<file path="src/rtl/alu_arb_pkg.sv">
// Shared widths, requester ids and counter width for the ALU issue arbiter.
// Latency: n/a (types and constants only).
// Backpressure: n/a.
package alu_arb_pkg;

    localparam int DEF_DATA_W = 32;
    localparam int DEF_TAG_W  = 5;
    localparam int PERF_CNT_W = 32;

    typedef logic req_id_t;

    localparam req_id_t REQ_MAIN = 1'b0;
    localparam req_id_t REQ_AUX  = 1'b1;

endpackage

</file>
<file path="src/rtl/alu_issue_arb_if.sv">
// Request, ALU and response signal bundle; the arbiter takes the slave modport.
// Latency: n/a (wiring only).
// Backpressure: req_ready_o/rsp_ready_i carry the valid/ready handshakes.
interface alu_issue_arb_if
    import alu_arb_pkg::*;
#(
    parameter int DATA_W = DEF_DATA_W,
    parameter int TAG_W  = DEF_TAG_W
);

    logic [1:0]        req_valid_i;
    logic [1:0]        req_ready_o;
    logic [DATA_W-1:0] req0_pc_i;
    logic [DATA_W-1:0] req0_instr_i;
    logic [DATA_W-1:0] req0_a_i;
    logic [DATA_W-1:0] req0_b_i;
    logic [TAG_W-1:0]  req0_tag_i;
    logic [DATA_W-1:0] req1_pc_i;
    logic [DATA_W-1:0] req1_instr_i;
    logic [DATA_W-1:0] req1_a_i;
    logic [DATA_W-1:0] req1_b_i;
    logic [TAG_W-1:0]  req1_tag_i;

    logic [DATA_W-1:0] alu_pc_o;
    logic [DATA_W-1:0] alu_instr_o;
    logic [DATA_W-1:0] alu_a_o;
    logic [DATA_W-1:0] alu_b_o;
    logic [DATA_W-1:0] alu_result_i;

    logic              rsp_valid_o;
    logic              rsp_ready_i;
    req_id_t           rsp_id_o;
    logic [TAG_W-1:0]  rsp_tag_o;
    logic [DATA_W-1:0] rsp_data_o;

    modport master (
        output req_valid_i, req0_pc_i, req0_instr_i, req0_a_i, req0_b_i, req0_tag_i,
               req1_pc_i, req1_instr_i, req1_a_i, req1_b_i, req1_tag_i,
               alu_result_i, rsp_ready_i,
        input  req_ready_o, alu_pc_o, alu_instr_o, alu_a_o, alu_b_o,
               rsp_valid_o, rsp_id_o, rsp_tag_o, rsp_data_o
    );

    modport slave (
        input  req_valid_i, req0_pc_i, req0_instr_i, req0_a_i, req0_b_i, req0_tag_i,
               req1_pc_i, req1_instr_i, req1_a_i, req1_b_i, req1_tag_i,
               alu_result_i, rsp_ready_i,
        output req_ready_o, alu_pc_o, alu_instr_o, alu_a_o, alu_b_o,
               rsp_valid_o, rsp_id_o, rsp_tag_o, rsp_data_o
    );

endinterface

</file>
<file path="src/rtl/alu_rr_arb2.sv">
// Two-way round-robin picker; the pointer flips to the other requester after each accept.
// Latency: grant is combinational from valid; pointer updates at the accepting edge.
// Backpressure: pointer holds whenever accept is low.
module alu_rr_arb2
    import alu_arb_pkg::*;
(
    input  logic       clk_i,
    input  logic       rsn_i,
    input  logic [1:0] valid,
    input  logic       accept,
    output req_id_t    grant
);

    req_id_t rr_ptr;

    always_comb begin
        case (valid)
            2'b01:   grant = REQ_MAIN;
            2'b10:   grant = REQ_AUX;
            default: grant = rr_ptr;
        endcase
    end

    always_ff @(posedge clk_i) begin
        if (!rsn_i) begin
            rr_ptr <= REQ_MAIN;
        end else if (accept) begin
            rr_ptr <= ~grant;
        end
    end

endmodule

</file>
<file path="src/rtl/alu_issue_arb.sv">
// Round-robin issue arbiter feeding the shared ALU, with issue (A) and response (B) registers.
// Latency: accept at edge N gives rsp_valid_o after edge N+1; 1 op/cycle sustained.
// Backpressure: B stalls on !rsp_ready_i, A stalls behind B, req_ready_o drops; ALU_ARB_PERF_CNT_EN adds counters.
module alu_issue_arb
    import alu_arb_pkg::*;
#(
    parameter int DATA_W = DEF_DATA_W,
    parameter int TAG_W  = DEF_TAG_W
)
(
    input  logic                  clk_i,
    input  logic                  rsn_i,
    input  logic                  flush_i,
    alu_issue_arb_if.slave        bus
`ifdef ALU_ARB_PERF_CNT_EN
    ,
    output logic [PERF_CNT_W-1:0] grant0_cnt_o,
    output logic [PERF_CNT_W-1:0] grant1_cnt_o,
    output logic [PERF_CNT_W-1:0] conflict_cnt_o
`endif
);

    logic              a_valid;
    req_id_t           a_id;
    logic [TAG_W-1:0]  a_tag;
    logic [DATA_W-1:0] a_pc;
    logic [DATA_W-1:0] a_instr;
    logic [DATA_W-1:0] a_a;
    logic [DATA_W-1:0] a_b;

    logic              b_valid;
    req_id_t           b_id;
    logic [TAG_W-1:0]  b_tag;
    logic [DATA_W-1:0] b_data;

    logic              b_take;
    logic              a_adv;
    logic              a_take;
    logic              accept;
    req_id_t           grant;

    logic [DATA_W-1:0] sel_pc;
    logic [DATA_W-1:0] sel_instr;
    logic [DATA_W-1:0] sel_a;
    logic [DATA_W-1:0] sel_b;
    logic [TAG_W-1:0]  sel_tag;

    assign b_take = !b_valid || bus.rsp_ready_i;
    assign a_adv  = a_valid && b_take;
    // Gating with rsn_i keeps req_ready_o low for the whole reset window.
    assign a_take = (!a_valid || a_adv) && !flush_i && rsn_i;
    assign accept = a_take && bus.req_valid_i[grant];

    alu_rr_arb2 u_rr_arb (
        .clk_i  (clk_i),
        .rsn_i  (rsn_i),
        .valid  (bus.req_valid_i),
        .accept (accept),
        .grant  (grant)
    );

    assign bus.req_ready_o = !a_take            ? 2'b00 :
                             (grant == REQ_AUX) ? 2'b10 : 2'b01;

    always_comb begin
        sel_pc    = bus.req0_pc_i;
        sel_instr = bus.req0_instr_i;
        sel_a     = bus.req0_a_i;
        sel_b     = bus.req0_b_i;
        sel_tag   = bus.req0_tag_i;
        if (grant == REQ_AUX) begin
            sel_pc    = bus.req1_pc_i;
            sel_instr = bus.req1_instr_i;
            sel_a     = bus.req1_a_i;
            sel_b     = bus.req1_b_i;
            sel_tag   = bus.req1_tag_i;
        end
    end

    // Operand registers only load on accept so the ALU inputs hold while A is stalled.
    always_ff @(posedge clk_i) begin
        if (!rsn_i) begin
            a_valid <= 1'b0;
            a_id    <= REQ_MAIN;
            a_tag   <= '0;
            a_pc    <= '0;
            a_instr <= '0;
            a_a     <= '0;
            a_b     <= '0;
        end else if (flush_i) begin
            a_valid <= 1'b0;
        end else if (accept) begin
            a_valid <= 1'b1;
            a_id    <= grant;
            a_tag   <= sel_tag;
            a_pc    <= sel_pc;
            a_instr <= sel_instr;
            a_a     <= sel_a;
            a_b     <= sel_b;
        end else if (a_adv) begin
            a_valid <= 1'b0;
        end
    end

    always_ff @(posedge clk_i) begin
        if (!rsn_i) begin
            b_valid <= 1'b0;
            b_id    <= REQ_MAIN;
            b_tag   <= '0;
            b_data  <= '0;
        end else if (flush_i) begin
            b_valid <= 1'b0;
        end else if (a_adv) begin
            b_valid <= 1'b1;
            b_id    <= a_id;
            b_tag   <= a_tag;
            b_data  <= bus.alu_result_i;
        end else if (bus.rsp_ready_i) begin
            b_valid <= 1'b0;
        end
    end

    assign bus.alu_pc_o    = a_pc;
    assign bus.alu_instr_o = a_instr;
    assign bus.alu_a_o     = a_a;
    assign bus.alu_b_o     = a_b;

    assign bus.rsp_valid_o = b_valid;
    assign bus.rsp_id_o    = b_id;
    assign bus.rsp_tag_o   = b_tag;
    assign bus.rsp_data_o  = b_data;

`ifdef ALU_ARB_PERF_CNT_EN
    // Counters ignore flush; only reset clears them.
    always_ff @(posedge clk_i) begin
        if (!rsn_i) begin
            grant0_cnt_o   <= '0;
            grant1_cnt_o   <= '0;
            conflict_cnt_o <= '0;
        end else begin
            if (accept && grant == REQ_MAIN) grant0_cnt_o <= grant0_cnt_o + 1'b1;
            if (accept && grant == REQ_AUX)  grant1_cnt_o <= grant1_cnt_o + 1'b1;
            if (&bus.req_valid_i && a_take) conflict_cnt_o <= conflict_cnt_o + 1'b1;
        end
    end
`endif

endmodule

</file>
<file path="src/flat_wrapper.sv">
// flat-port wrapper written by rule: the top's interface ports become plain ports
module alu_issue_arb_flat import alu_arb_pkg::*;
#(
    parameter int DATA_W = DEF_DATA_W,
    parameter int TAG_W  = DEF_TAG_W
)
  (clk_i, rsn_i, flush_i, bus_req_valid_i, bus_req0_pc_i, bus_req0_instr_i, bus_req0_a_i, bus_req0_b_i, bus_req0_tag_i, bus_req1_pc_i, bus_req1_instr_i, bus_req1_a_i, bus_req1_b_i, bus_req1_tag_i, bus_alu_result_i, bus_rsp_ready_i, bus_req_ready_o, bus_alu_pc_o, bus_alu_instr_o, bus_alu_a_o, bus_alu_b_o, bus_rsp_valid_o, bus_rsp_id_o, bus_rsp_tag_o, bus_rsp_data_o);
  alu_issue_arb_if #(.DATA_W(DATA_W), .TAG_W(TAG_W)) bus_i ();
  input  logic clk_i;
  input  logic rsn_i;
  input  logic flush_i;
  input wire logic [$bits(bus_i.req_valid_i)-1:0] bus_req_valid_i;
  input wire logic [$bits(bus_i.req0_pc_i)-1:0] bus_req0_pc_i;
  input wire logic [$bits(bus_i.req0_instr_i)-1:0] bus_req0_instr_i;
  input wire logic [$bits(bus_i.req0_a_i)-1:0] bus_req0_a_i;
  input wire logic [$bits(bus_i.req0_b_i)-1:0] bus_req0_b_i;
  input wire logic [$bits(bus_i.req0_tag_i)-1:0] bus_req0_tag_i;
  input wire logic [$bits(bus_i.req1_pc_i)-1:0] bus_req1_pc_i;
  input wire logic [$bits(bus_i.req1_instr_i)-1:0] bus_req1_instr_i;
  input wire logic [$bits(bus_i.req1_a_i)-1:0] bus_req1_a_i;
  input wire logic [$bits(bus_i.req1_b_i)-1:0] bus_req1_b_i;
  input wire logic [$bits(bus_i.req1_tag_i)-1:0] bus_req1_tag_i;
  input wire logic [$bits(bus_i.alu_result_i)-1:0] bus_alu_result_i;
  input wire logic [$bits(bus_i.rsp_ready_i)-1:0] bus_rsp_ready_i;
  output wire logic [$bits(bus_i.req_ready_o)-1:0] bus_req_ready_o;
  output wire logic [$bits(bus_i.alu_pc_o)-1:0] bus_alu_pc_o;
  output wire logic [$bits(bus_i.alu_instr_o)-1:0] bus_alu_instr_o;
  output wire logic [$bits(bus_i.alu_a_o)-1:0] bus_alu_a_o;
  output wire logic [$bits(bus_i.alu_b_o)-1:0] bus_alu_b_o;
  output wire logic [$bits(bus_i.rsp_valid_o)-1:0] bus_rsp_valid_o;
  output wire logic [$bits(bus_i.rsp_id_o)-1:0] bus_rsp_id_o;
  output wire logic [$bits(bus_i.rsp_tag_o)-1:0] bus_rsp_tag_o;
  output wire logic [$bits(bus_i.rsp_data_o)-1:0] bus_rsp_data_o;
  assign bus_i.req_valid_i = bus_req_valid_i;
  assign bus_i.req0_pc_i = bus_req0_pc_i;
  assign bus_i.req0_instr_i = bus_req0_instr_i;
  assign bus_i.req0_a_i = bus_req0_a_i;
  assign bus_i.req0_b_i = bus_req0_b_i;
  assign bus_i.req0_tag_i = bus_req0_tag_i;
  assign bus_i.req1_pc_i = bus_req1_pc_i;
  assign bus_i.req1_instr_i = bus_req1_instr_i;
  assign bus_i.req1_a_i = bus_req1_a_i;
  assign bus_i.req1_b_i = bus_req1_b_i;
  assign bus_i.req1_tag_i = bus_req1_tag_i;
  assign bus_i.alu_result_i = bus_alu_result_i;
  assign bus_i.rsp_ready_i = bus_rsp_ready_i;
  assign bus_req_ready_o = bus_i.req_ready_o;
  assign bus_alu_pc_o = bus_i.alu_pc_o;
  assign bus_alu_instr_o = bus_i.alu_instr_o;
  assign bus_alu_a_o = bus_i.alu_a_o;
  assign bus_alu_b_o = bus_i.alu_b_o;
  assign bus_rsp_valid_o = bus_i.rsp_valid_o;
  assign bus_rsp_id_o = bus_i.rsp_id_o;
  assign bus_rsp_tag_o = bus_i.rsp_tag_o;
  assign bus_rsp_data_o = bus_i.rsp_data_o;
  alu_issue_arb #(.DATA_W(DATA_W), .TAG_W(TAG_W)) u_core (.clk_i(clk_i), .rsn_i(rsn_i), .flush_i(flush_i), .bus(bus_i));
endmodule
</file>
<file path="config.mk">
export PLATFORM = sky130hd
export DESIGN_NAME = alu_issue_arb_flat
export DESIGN_NICKNAME = d
export VERILOG_FILES = /design/src/rtl/alu_arb_pkg.sv /design/src/rtl/alu_issue_arb_if.sv /design/src/rtl/alu_rr_arb2.sv /design/src/rtl/alu_issue_arb.sv /design/src/flat_wrapper.sv
export SDC_FILE = /design/constraint.sdc
export NUM_CORES = 1
export LEC_CHECK = 0
export BUFFER_PORTS_ARGS = -buffer_cell sky130_fd_sc_hd__buf_4
export CAP_MARGIN = 10
export CORE_AREA = 2 2 185 187
export DETAILED_ROUTE_END_ITERATION = 8
export DIE_AREA = 0 0 187 189
export PLACE_DENSITY_LB_ADDON = 0.2
export SYNTH_ARGS = -nofsm -noshare
export SYNTH_HDL_FRONTEND = slang
export SYNTH_SLANG_ARGS = --single-unit
</file>
<file path="constraint.sdc">
create_clock -name clk_i -period 2.8 [get_ports clk_i]
set_input_delay 0.28 -clock clk_i [delete_from_list [all_inputs] [get_ports clk_i]]
set_output_delay 0.28 -clock clk_i [all_outputs]
set_load 0.005 [all_outputs]
</file>
# Word level (Yosys, flattened, before mapping)

Cells that the tools add are included.
W data, S select, Z words.

Bitwise gates (word level): 3
Equal/unequal tests: 2
Muxes and demuxes: 14
Magnitude comparators: 1
Reductions and logical operators: 14

Operator list:

| kind                 | count |
|---|---|
| $mux W32             | 4 |
| $mux W1              | 6 |
| $mux W5              | 1 |
| $logic_and A1 B1 Y1  | 4 |
| $mux W2              | 2 |
| $reduce_and A2 Y1    | 2 |
| $reduce_bool A2 Y1   | 2 |
| $logic_not A1 Y1     | 3 |
| $not A1 Y1           | 3 |
| $eq A2 B1 Y1 const B | 1 |
| $eq A2 B2 Y1 const B | 1 |
| $logic_or A1 B1 Y1   | 2 |
| $lt A1 B2 Y1 const B | 1 |
| $pmux W1 S2          | 1 |
| $reduce_or A2 Y1     | 1 |

Register bits after elaboration: 175
Output and inout port bits: 169

# Longest topological paths before layout

Depth after elaboration: 8
Mapped depth: 11
Depth with buffers taken out: 6

# Hierarchy

Synthesis repeated with hierarchy kept, for this count alone.

Cells, all modules: 784
Area total of the unflattened synthesis: 7749.9 sq um

By module, submodules not included:

| module        | area each (sq um) | times used | cells each |
|---|---|---|---|
| alu_issue_arb | 7657.3            | 1          | 775 |
| alu_rr_arb2   | 92.6              | 1          | 9 |

# Worst setup path before layout

Ideal clock, no wire load.

Path kind: in2reg
Start: in bus_req_valid_i[0]
End: reg u_core.a_a[12] (netlist: u_core.bus.alu_a_o[12])
Setup time: 0.119 ns
Arrival time: 2.776 ns
Path slack: -0.094 ns
Buffers on the path: 5
Stages: 11
Path through: clkbuf_1 > clkbuf_1 > buf_1 > inv_1 > ha_1 > mux2i_4 > mux2i_1 > nor2_1 > buf_2 > buf_2 > o221a_2

Longest elaborated chain between the ends: 6
Elaborated cells between the ends (all ways): 8
Classes of those cells: eq/ne (2); mux (4); reduce/logical (2)

RTL lines:

| item                                         | line                | text |
|---|---|---|
| start, declared                              | flat_wrapper.sv:12  | `input wire logic [$bits(bus_i.req_valid_i)-1:0] bus_req_valid_i;` |
| $eq A2 B2 Y1 or $eq A2 B1 Y1 (tied branches) | alu_rr_arb2.sv:17   | `case (valid)` |
| $pmux W1 S2                                  | alu_rr_arb2.sv:17   |  |
| $mux W1 (not written as such) (2 in series)  | alu_issue_arb.sv:52 | `assign accept = a_take && bus.req_valid_i[grant];` |
| $logic_and A1 B1 Y1                          | alu_issue_arb.sv:52 |  |
| $reduce_and A2 Y1 (no source line)           | -                   |  |
| end signal, assigned                         | alu_issue_arb.sv:98 | `a_a <= sel_a;` |
| end, declared                                | alu_issue_arb.sv:28 | `logic [DATA_W-1:0] a_a;` |

Parallel ways exist; a longest one is shown, timed or not. The select of a mux whose other input is x is not followed.
A chain may end at the register's enable or synchronous reset.

# Final worst setup path

Start: reg u_core.b_valid (netlist: u_core.bus.rsp_valid_o)
End: out bus_req_ready_o[0]

Longest elaborated chain between the ends: 7

RTL lines:

| item                              | line                 | text |
|---|---|---|
| start, declared                   | alu_issue_arb.sv:31  | `logic b_valid;` |
| start signal, assigned            | alu_issue_arb.sv:107 | `b_valid <= 1'b0;` |
| start signal, assigned            | alu_issue_arb.sv:112 | `b_valid <= 1'b0;` |
| start signal, assigned            | alu_issue_arb.sv:114 | `b_valid <= 1'b1;` |
| $logic_not A1 Y1                  | alu_issue_arb.sv:48  | `assign b_take = !b_valid \|\| bus.rsp_ready_i;` |
| $logic_or A1 B1 Y1                | alu_issue_arb.sv:48  |  |
| $logic_and A1 B1 Y1               | alu_issue_arb.sv:49  | `assign a_adv = a_valid && b_take;` |
| $logic_or A1 B1 Y1                | alu_issue_arb.sv:51  | `assign a_take = (!a_valid \|\| a_adv) && !flush_i && rsn_i;` |
| $logic_and A1 B1 Y1 (2 in series) | alu_issue_arb.sv:51  |  |
| $mux W2                           | alu_issue_arb.sv:62  | `assign bus.req_ready_o = !a_take ? 2'b00 :` |
| end, declared                     | flat_wrapper.sv:25   | `output wire logic [$bits(bus_i.req_ready_o)-1:0] bus_req_ready_o;` |

Every way passes these cells.

==> metrics.md <==
| Metric | Value |
|---|---|
| Status | `completed` |
| Initial core utilization | `25.4%` |
| Max Clock Skew | `0.00828 ns` |
| R2r setup slk | `0.88 ns` |
| H-tree level count | `4` |
| Clock slew at reported path FFs | `about 0.08 ns` |
| Register area | `roughly 0.0035 mm²` |
| Syn Area/Cell | `between 8 and 9 µm²` |
| Slew Limit Fails | `0` |
| # DRC | `0` |
| Placement Cell Area | `around 0.012 mm²` |
| CP Launch Type | `flop` |
| Hold Crit Class | `input pin to flop` |
| Synth top area share | `approximately 42%` |
| Core Region | `around 0.033 mm²` |
| Gp weighted congestion | `roughly 0.84` |
| Worst Setup SP | `u_core.bus.rsp_valid_o` |
| Power Density | `~520 mW/mm²` |
| Via density | `roughly 4.8` |
| Fraction of registers with async set/reset | `0%` |
| Pleak | `5.84 nW` |
| Area of the multi-input gates | `approximately 0.0040 mm²` |
| Worst r2r path cells | `5` |
| # hold bufs at CTS | `0` |
| Die width | `187 µm` |
| Filler Cell Count | `roughly 3.4k` |
| Worst-skew pair later-pin latency | `0.44 ns` |
| YS warnings | `0` |
| DR vias | `8,701` |
| Critical Path End Type | `output pin` |
| DR iter-0 viols | `between 500 and 600` |
| VDD IR-drop max | `~420 µV` |
| Pre-antenna DRT Iters | `4` |
| Worst slew pin tran | `roughly 0.96 ns` |
| Area contributors post-synth | `dfxtp_1 42%, o221a_2 18%, nor3b_1 12%, a31oi_1 9.9%, inv_1 6.0%` |
| Max cap viols | `0` |
| Worst Hold Slack | `about 0.079 ns` |
| Final WL | `between 30 and 40 mm` |
| Distinct cells, synth | `22` |
| Placed Cells | `between 1.5k and 2k` |
| Final hold vios | `0` |
| GRT overflow | `0` |
| Io pins | `approximately 470` |
| Arr. time, crit path | `between 1.5 and 2 ns` |
| Global-route wire length before repair | `around 50 mm` |
| Pin count of the biggest net entering global routing | `about 140` |
| Hpwl dp | `between 20 and 25 mm` |
| Initial antenna violation count | `0` |
| CP Max Fanout | `6` |
| Number of port buffers | `472` |
| DIE HEIGHT | `~190 µm` |
| DP Worst Slack | `0.390 ns` |
| Final setup TNS | `0 ns` |
| Post-route cell area | `around 0.013 mm²` |
| Nets | `between 1.5k and 2k` |
| Mapped Area | `0.00844 mm²` |
| Part of the cycle the worst path needs | `between 70% and 80%` |
| Most common cell in the netlist | `dfxtp_1` |
| CTS Buf Count | `17` |
| Synth top cells by count | `175 x dfxtp_1, 135 x inv_1, 134 x nor3b_1` |
| Syn Inst Count | `963` |
| Count of final setup violators | `0` |
| Reg2reg end | `u_core.bus.alu_b_o[2]` |
| Post-synth EDFFs | `0` |
| Utilization after layout | `around 39%` |
| Vias in the first global route | `~8.6k` |
| Wire per inst | `18.1 µm` |
| Core Rows | `67` |
| Most common flop cell mapped by yosys | `dfxtp_1` |
| CTS tree | `yes` |
| Worst R2R Start | `u_core.bus.rsp_valid_o` |
| Root buffer cell | `clkbuf_16` |
| Critical Path End | `bus_req_ready_o[0]` |
| Resized Gates After CTS | `0` |
| Sequential share of the synthesized area | `between 40% and 50%` |
| Routed Antenna Nets | `0` |
| Setup bufs post-CTS | `0` |
| Antenna Cells | `0` |
| Upper clock frequency limit | `~500 MHz` |
| Crit path kind | `flop to output pin` |
| Minimum clock period | `about 2.0 ns` |
| Worst EP required | `2.52 ns` |
| Final setup margin | `roughly 0.76 ns` |
| Syn_nets | `between 1k and 1.5k` |
| Clock Sinks | `approximately 180` |
| P&R area growth vs syn | `53.5%` |
| Yosys top cell by area | `dfxtp_1` |
| Non-Filler Instances | `around 1.8k` |
| Synth Register Bits | `between 150 and 200` |
| Total power draw | `roughly 6.8 mW` |
| RSZ-0062 raised after global routing | `false` |
| GRT Resource Usage Total | `approximately 18%` |
| Die footprint | `~0.035 mm²` |
| Layout cell share with drive strength beyond 1 | `around half` |
| Worst slew margin | `between 30% and 40%` |
| CTS max path bufs | `2` |
[cells by family after synthesis]
logic type	count (synthesis)	share of synthesized area, %
buf+inv	250	11.5
compound gates	311	30.4
simple gates	224	16.1
mux	2	0.386
flops	175	41.5
fa+ha+maj	1	0.148
[worst min-delay path by stage]
stage                                    from                        end  slack (ns)  cells past startpoint
CTS                      bus_alu_result_i[22]  u_core.bus.rsp_data_o[22]        0.05                      3
global placement    u_core.bus.rsp_data_o[23]  u_core.bus.rsp_data_o[23]        0.44                      2
detailed placement  u_core.bus.rsp_data_o[18]  u_core.bus.rsp_data_o[18]        0.45                      2
finish                   bus_alu_result_i[22]  u_core.bus.rsp_data_o[22]        0.08                      3
global route              bus_alu_result_i[5]   u_core.bus.rsp_data_o[5]        0.07                      3
floorplan                 bus_alu_result_i[0]   u_core.bus.rsp_data_o[0]        0.42                      2
[where the power goes]
group / switching [mW] / internal (mW) / total (mW) / leakage (nW)
Sequential: 0.0871 / 2.63 / 2.72 / 1.43
Clock: 1.11 / 1.54 / 2.65 / 0.314
Combinational: 0.665 / 0.759 / 1.42 / 4.09
[registers in the layout, summed over array words and instances, names as in the netlist, 5 cells and up]
| signal | cells |
|---|---|
| u_core.bus.alu_a_o | 32 |
| u_core.bus.alu_b_o | 32 |
| u_core.bus.alu_instr_o | 32 |
| u_core.bus.alu_pc_o | 32 |
| u_core.bus.rsp_data_o | 32 |
| u_core.a_tag | 5 |
| u_core.bus.rsp_tag_o | 5 |
[critical path, cell delays in order, from the launching register on]
cell	delay, ns
dfxtp_1	0.33
nor2b_1	0.41
a21oi_1	0.25
and2_1	0.19
buf_4	0.14
[cell type report]
cell class / instances / share of cell area, %
clock buffer: 18 / 3.39
clock inverter: 14 / 1.56
inverter: 135 / 3.91
multi-input combinational: 538 / 30.8
sequential: 175 / 27.1
tap: 448 / 4.33
timing repair buffer: 488 / 29.0
[layer usage]
metal	part of all wire, %	GRT usage, %	routed length (µm)	vias up
met5	0	0	0	-
met4	3.3	7.94	1100	0
met3	6.8	5.17	2250	52
met2	48	30.0	15800	318
met1	42	21.5	13700	4023
li1	-	-	-	4308
[layout by cell type (no fill, tap or decap), types with 2 or more instances in the layout]
master,netlist,layout
a21oi_1,42,42
bufinv_16,0,4
o221a_2,133,133
buf_4,3,481
clkbuf_16,0,17
clkinv_2,0,2
dfxtp_1,175,175
buf_12,0,7
nor2_1,5,4
nand2_1,80,80
inv_1,135,135
and2_1,2,2
a31oi_1,133,133
clkinv_4,0,2
inv_6,0,4
nor3b_1,134,133
(Power assumes the default switching activity.)
